File: src/rtl/audio_pcm_dac.sv
// audio_pcm_dac: FIFO-buffered stereo PCM stream to two first-order sigma-delta bitstreams
// Ports: clk/rst_n (sync, active-low); in_data/in_valid/in_ready sample stream ([31:16] L, [15:0] R);
// audio[1]=L, audio[0]=R bitstreams; sample_tick once per SAMPLE_DIV cycles; fifo_level words held;
// underflow_cnt saturating count of ticks that found the FIFO empty.
module audio_pcm_dac #(
  parameter int SAMPLE_DIV = 500,
  parameter int FIFO_AW = 2
) (
  input  logic               clk,
  input  logic               rst_n,
  input  logic [31:0]        in_data,
  input  logic               in_valid,
  output logic               in_ready,
  output logic [1:0]         audio,
  output logic               sample_tick,
  output logic [FIFO_AW:0]   fifo_level,
  output logic [7:0]         underflow_cnt
);
  localparam int DEPTH = 1 << FIFO_AW;
  localparam int DW = SAMPLE_DIV > 1 ? $clog2(SAMPLE_DIV) : 1;
  logic [DW-1:0] div_cnt;
  logic [31:0] mem [DEPTH];
  logic [FIFO_AW:0] wp, rp;
  logic [15:0] cur_l, cur_r, acc_l, acc_r;
  logic [16:0] sum_l, sum_r;
  logic push, pop, empty;
  assign fifo_level = wp - rp;
  assign empty = wp == rp;
  assign in_ready = fifo_level != (FIFO_AW+1)'(DEPTH);
  assign sample_tick = div_cnt == DW'(SAMPLE_DIV - 1);
  assign push = in_valid & in_ready;
  assign pop = sample_tick & ~empty;
  // offset binary: flipping the sign bit maps signed full scale onto 0..65535 ones density
  assign sum_l = {1'b0, acc_l} + {1'b0, cur_l ^ 16'h8000};
  assign sum_r = {1'b0, acc_r} + {1'b0, cur_r ^ 16'h8000};
  always_ff @(posedge clk)
    if (rst_n && push) mem[wp[FIFO_AW-1:0]] <= in_data;
  always_ff @(posedge clk) begin
    if (!rst_n) begin
      div_cnt <= '0;
      wp <= '0;
      rp <= '0;
      cur_l <= '0;
      cur_r <= '0;
      acc_l <= '0;
      acc_r <= '0;
      audio <= 2'b00;
      underflow_cnt <= '0;
    end else begin
      div_cnt <= sample_tick ? '0 : div_cnt + 1'b1;
      if (push) wp <= wp + 1'b1;
      if (pop) begin
        {cur_l, cur_r} <= mem[rp[FIFO_AW-1:0]];
        rp <= rp + 1'b1;
      end
      // emptiness is judged before any same-cycle push, so push+tick on empty is an underflow
      if (sample_tick && empty && underflow_cnt != 8'hFF) underflow_cnt <= underflow_cnt + 1'b1;
      acc_l <= sum_l[15:0];
      acc_r <= sum_r[15:0];
      audio <= {sum_l[16], sum_r[16]};
    end
  end
endmodule

File: config.mk
export PLATFORM = sky130hd
export DESIGN_NAME = audio_pcm_dac
export DESIGN_NICKNAME = d
export VERILOG_FILES = /design/src/rtl/audio_pcm_dac.sv
export SDC_FILE = /design/constraint.sdc
export NUM_CORES = 1
export LEC_CHECK = 0
export BUFFER_PORTS_ARGS = -buffer_cell sky130_fd_sc_hd__buf_2
export CORE_ASPECT_RATIO = 1.4
export CORE_UTILIZATION = 51
export DETAILED_ROUTE_END_ITERATION = 10
export PLACE_DENSITY = 0.68
export REMOVE_ABC_BUFFERS = 1
export SETUP_SLACK_MARGIN = 0.3
export SLEW_MARGIN = 5
export SYNTH_ARGS = -nofsm -noshare
export SYNTH_HDL_FRONTEND = slang
export SYNTH_SLANG_ARGS = --single-unit
File: constraint.sdc
create_clock -name clk -period 3.19 [get_ports clk]
set_clock_uncertainty 0.15 [all_clocks]
set_input_delay 0.319 -clock clk [delete_from_list [all_inputs] [get_ports clk]]
set_output_delay 0.319 -clock clk [all_outputs]
set_load 0.01 [all_outputs]
==> flow_summary.ini <==
[routing]
ant_nets = 0
detailedRoute.firstIterationViolations = 419
drc_errors = 0
avg_vias_per_cell = 5.497
highest_layer = met4
vias = 5821
detailroute.wirelength.met3_um = 697
first_pass_iters = 5
met2_length_um = 8926
drt-wirelength-per-cell_um = 16.60
met1_wire_length_um = 7639
wirelength_um = 17580

[clock_tree]
cts_tree = yes
post_cts_buffers = 0
htreeDepth = 1
ctsLongestPathBuffers = 3
cts.sink_count = 217
worst_skew_late_latency_ns = 0.49
cts-buffers-inserted = 21
clockRootBuffer = sky130_fd_sc_hd__clkbuf_16
clk_pin_slew_ns = 0.06

[floorplan]
coreArea_sq_mm = 0.01785
num_io_pins = 50
floorplan.initialDensity_pct = 51.93
die_area_sq_mm = 0.01873
die_h_um = 161.5
rows = 58
fp.dieW_um = 116.0

[final_layout]
most-common-layout-cells = 128 x sky130_fd_sc_hd__edfxtp_1, 105 x sky130_fd_sc_hd__nand2_1, 88 x sky130_fd_sc_hd__dfxtp_1
nets = 884
nFillCells = 1419
fraction_of_layout_cells_with_a_size_suffix_above_1_pct = 15.65
layout.cell_area.non_filler_sq_mm = 0.01077
most_frequent_standard_cell_in_the_layout_excluding_fill_and_tap_cells = sky130_fd_sc_hd__edfxtp_1
layout-area-overhead-vs-synth_pct = 16.11

[worst_setup_path]
endpoint = mem[2][20]$_DFFE_PP_
timing.critical_path.cells = inv_1 > ha_1 > fa_1 > xor3_1 > nand3_1 > nand2_1 > nor2_2 > and2_1 > buf_12
reg2reg_from = wp[0]$_SDFFE_PN0P_
crit_path_end_kind = flop
critPathMaxStageDelay_ns = 0.39
crit_slowest_cell = sky130_fd_sc_hd__dfxtp_1
cp_data_required_time_ns = 3.22
crit_path_max_fanout = 32
cp_num_buf_inv = 2
critical-path-top-delay-family = simple AND/OR/NAND/NOR gates
reg_to_reg_endpoint = mem[2][20]$_DFFE_PP_
logic_depth_of_the_worst_path_buffers_included = 9
worstRegToRegCells = 9
critical_path.startpoint = wp[0]$_SDFFE_PN0P_
rrSetupSlack_ns = 0.45
critPathArrivalTime_ns = 2.77
critical_path_class = reg -> reg
critical_path_start_type = flop

[power]
post-layout-total-power_mw = 5.501
power.density_mw_per_mm2 = 511.0
p_leak_nw = 3.981
ir_worst_vdd_v = 0.0003671

[timing]
timing.fmax_mhz = 365.5
maxSlewHeadroom_pct = 45.86
finalHoldViolations = 0
finalCritPeriodShare_pct = 85.78
period_needed_ns = 2.736
report.final.slew_viol_count = 0
setup_violations = 0
grt_setup_unrepaired = false
holdWs_ns = 0.2603
fin_ws_ns = 0.4536
worst-slew-pin-transition_ns = 0.8108

[global_routing]
grt_max_degree = 65
grt_pass1_vias = 5896
grt_first_pass_wirelength_um = 29050
overall_track_demand_over_capacity_in_global_routing_pct = 19.72
grt_remaining_overflow = 0
grt_antenna_before_repair = 1

[placement]
numPortBuffers = 49
finalWeightedCongestion = 0.8980
dp_hpwl_um = 11580
dpl_worst_slack_ns = 0.4463
postPlaceCellArea_sq_mm = 0.009809

[flow_run]
drv.max_cap_violation_count = 0

[synthesis]
postSynth.asyncResetShare_pct = 0
synth-edff-count = 128
post_synth_inst_count = 721
syn-mean-instance-area_sq_um = 12.86
ys_ff_latch = 217
ys_dominant_reg_cell = sky130_fd_sc_hd__edfxtp_1
synth.distinct_cells = 55
yosys_warnings = 0
synth.yosys.seq_area_share_pct = 60.67
syn-cell-area_sq_mm = 0.009271

[run_status]
outcome = completed

[min_path]
hold_path.class = in -> reg
-- synth_stat cells, types with 4 or more instances --
cell type,number,area [sq um]
sky130_fd_sc_hd__a21o_1,9,67.56
sky130_fd_sc_hd__a21oi_1,71,355.3
sky130_fd_sc_hd__a31oi_1,4,25.02
sky130_fd_sc_hd__a41o_1,5,50.05
sky130_fd_sc_hd__and2_1,13,81.33
sky130_fd_sc_hd__buf_1,4,15.01
sky130_fd_sc_hd__buf_2,5,25.02
sky130_fd_sc_hd__clkbuf_1,21,78.83
sky130_fd_sc_hd__dfxtp_1,89,1782
sky130_fd_sc_hd__edfxtp_1,128,3844
sky130_fd_sc_hd__ha_1,41,513.0
sky130_fd_sc_hd__inv_1,19,71.32
sky130_fd_sc_hd__mux2i_1,14,140.1
sky130_fd_sc_hd__mux4_2,32,720.7
sky130_fd_sc_hd__nand2_1,105,394.1
sky130_fd_sc_hd__nand2b_1,10,62.56
sky130_fd_sc_hd__nand3_1,13,65.06
sky130_fd_sc_hd__nand4_1,5,31.28
sky130_fd_sc_hd__nor2_1,33,123.9
sky130_fd_sc_hd__nor3_1,8,40.04
sky130_fd_sc_hd__o21ai_0,19,95.09
sky130_fd_sc_hd__o21bai_1,5,37.54
sky130_fd_sc_hd__o31ai_1,4,30.03
sky130_fd_sc_hd__xnor2_1,15,131.4
sky130_fd_sc_hd__xor2_1,9,78.83
-- layout make-up --
class	instances	area [sq um]	area share, %
Sequential cell	217	5627	52.27
Multi-Input combinational cell	453	3436	31.92
Timing Repair Buffer	93	708.2	6.578
Clock buffer	27	548.0	5.091
Tap cell	240	300.3	2.789
Clock inverter	9	72.57	0.6741
Inverter	19	71.32	0.6625
Antenna cell	1	2.502	0.02325
-- what timing repair did --
item | CTS | global route
endpoints found under the setup margin | 0 | 128
hold buffers | 33 | 0
hold endpoints to repair | 129 | 0
resized for setup | 0 | 1
-- sequential cells by signal, indices dropped and copies added (netlist names) --
register / count
underflow_cnt: 8
acc_r: 16
div_cnt: 9
audio: 2
rp: 3
cur_r: 16
wp: 3
mem: 128
acc_l: 16
cur_l: 16
-- power breakdown --
part	switching [mW]	total [mW]	internal [mW]
registers	0.0154	3.03	3.01
clock network	0.984	2.28	1.29
logic	0.107	0.196	0.0888
-- per-layer routing --
| metal | track usage (%) | vias to the layer above |
|---|---|---|
| met3 | 2.739 | 27 |
| met4 | 5.420 | 0 |
| met1 | 25.42 | 2880 |
| met5 | 0 | - |
| li1 | - | 2806 |
| met2 | 34.47 | 108 |
-- cell families (layout without fill, tap and decap cells) --
family	Yosys count	in the layout	synth area share (%)
DFF	217	217	60.67
and+or+nand+nor	206	206	10.19
AOI/OAI and AO/OA	132	132	8.853
buffers and inverters	51	148	2.294
muxes	46	46	9.285
adders and majority gates	44	44	6.181
xor gates and xnor gates	25	25	2.524
other	0	1	0
-- per-stage QoR --
step / TNS [ns] / util (%) / instances
floorplan: -148.67 / - / 689
global placement: 0 / 54.95 / 989
detailed placement: 0 / 54.95 / 989
CTS: 0 / 60.27 / 1058
global route: 0 / 60.30 / 1059
finish: 0 / 60.30 / 1059
-- tightest hold or removal path, delay by kind of cell --
kind / cells / cell delay (ns)
buf+inv: 2 / 0.37
mux: 1 / 0.05
simple gates: 1 / 0.10
-- worst min-delay path by stage --
stage	startpoint	end	slack (ns)	depth (start not counted)
final	rst_n	acc_l[11]$_SDFF_PN0_	0.26	4
after global routing	rst_n	acc_l[15]$_SDFF_PN0_	0.28	4
after CTS	rst_n	acc_r[13]$_SDFF_PN0_	0.26	4
after detailed placement	cur_l[8]$_SDFFE_PN0P_	cur_l[8]$_SDFFE_PN0P_	0.30	2
after global placement	div_cnt[0]$_SDFF_PP0_	div_cnt[0]$_SDFF_PP0_	0.29	1
after floorplan	in_data[0]	mem[0][0]$_DFFE_PP_	0.27	0
No activity file was read; power rests on OpenSTA's default activity.
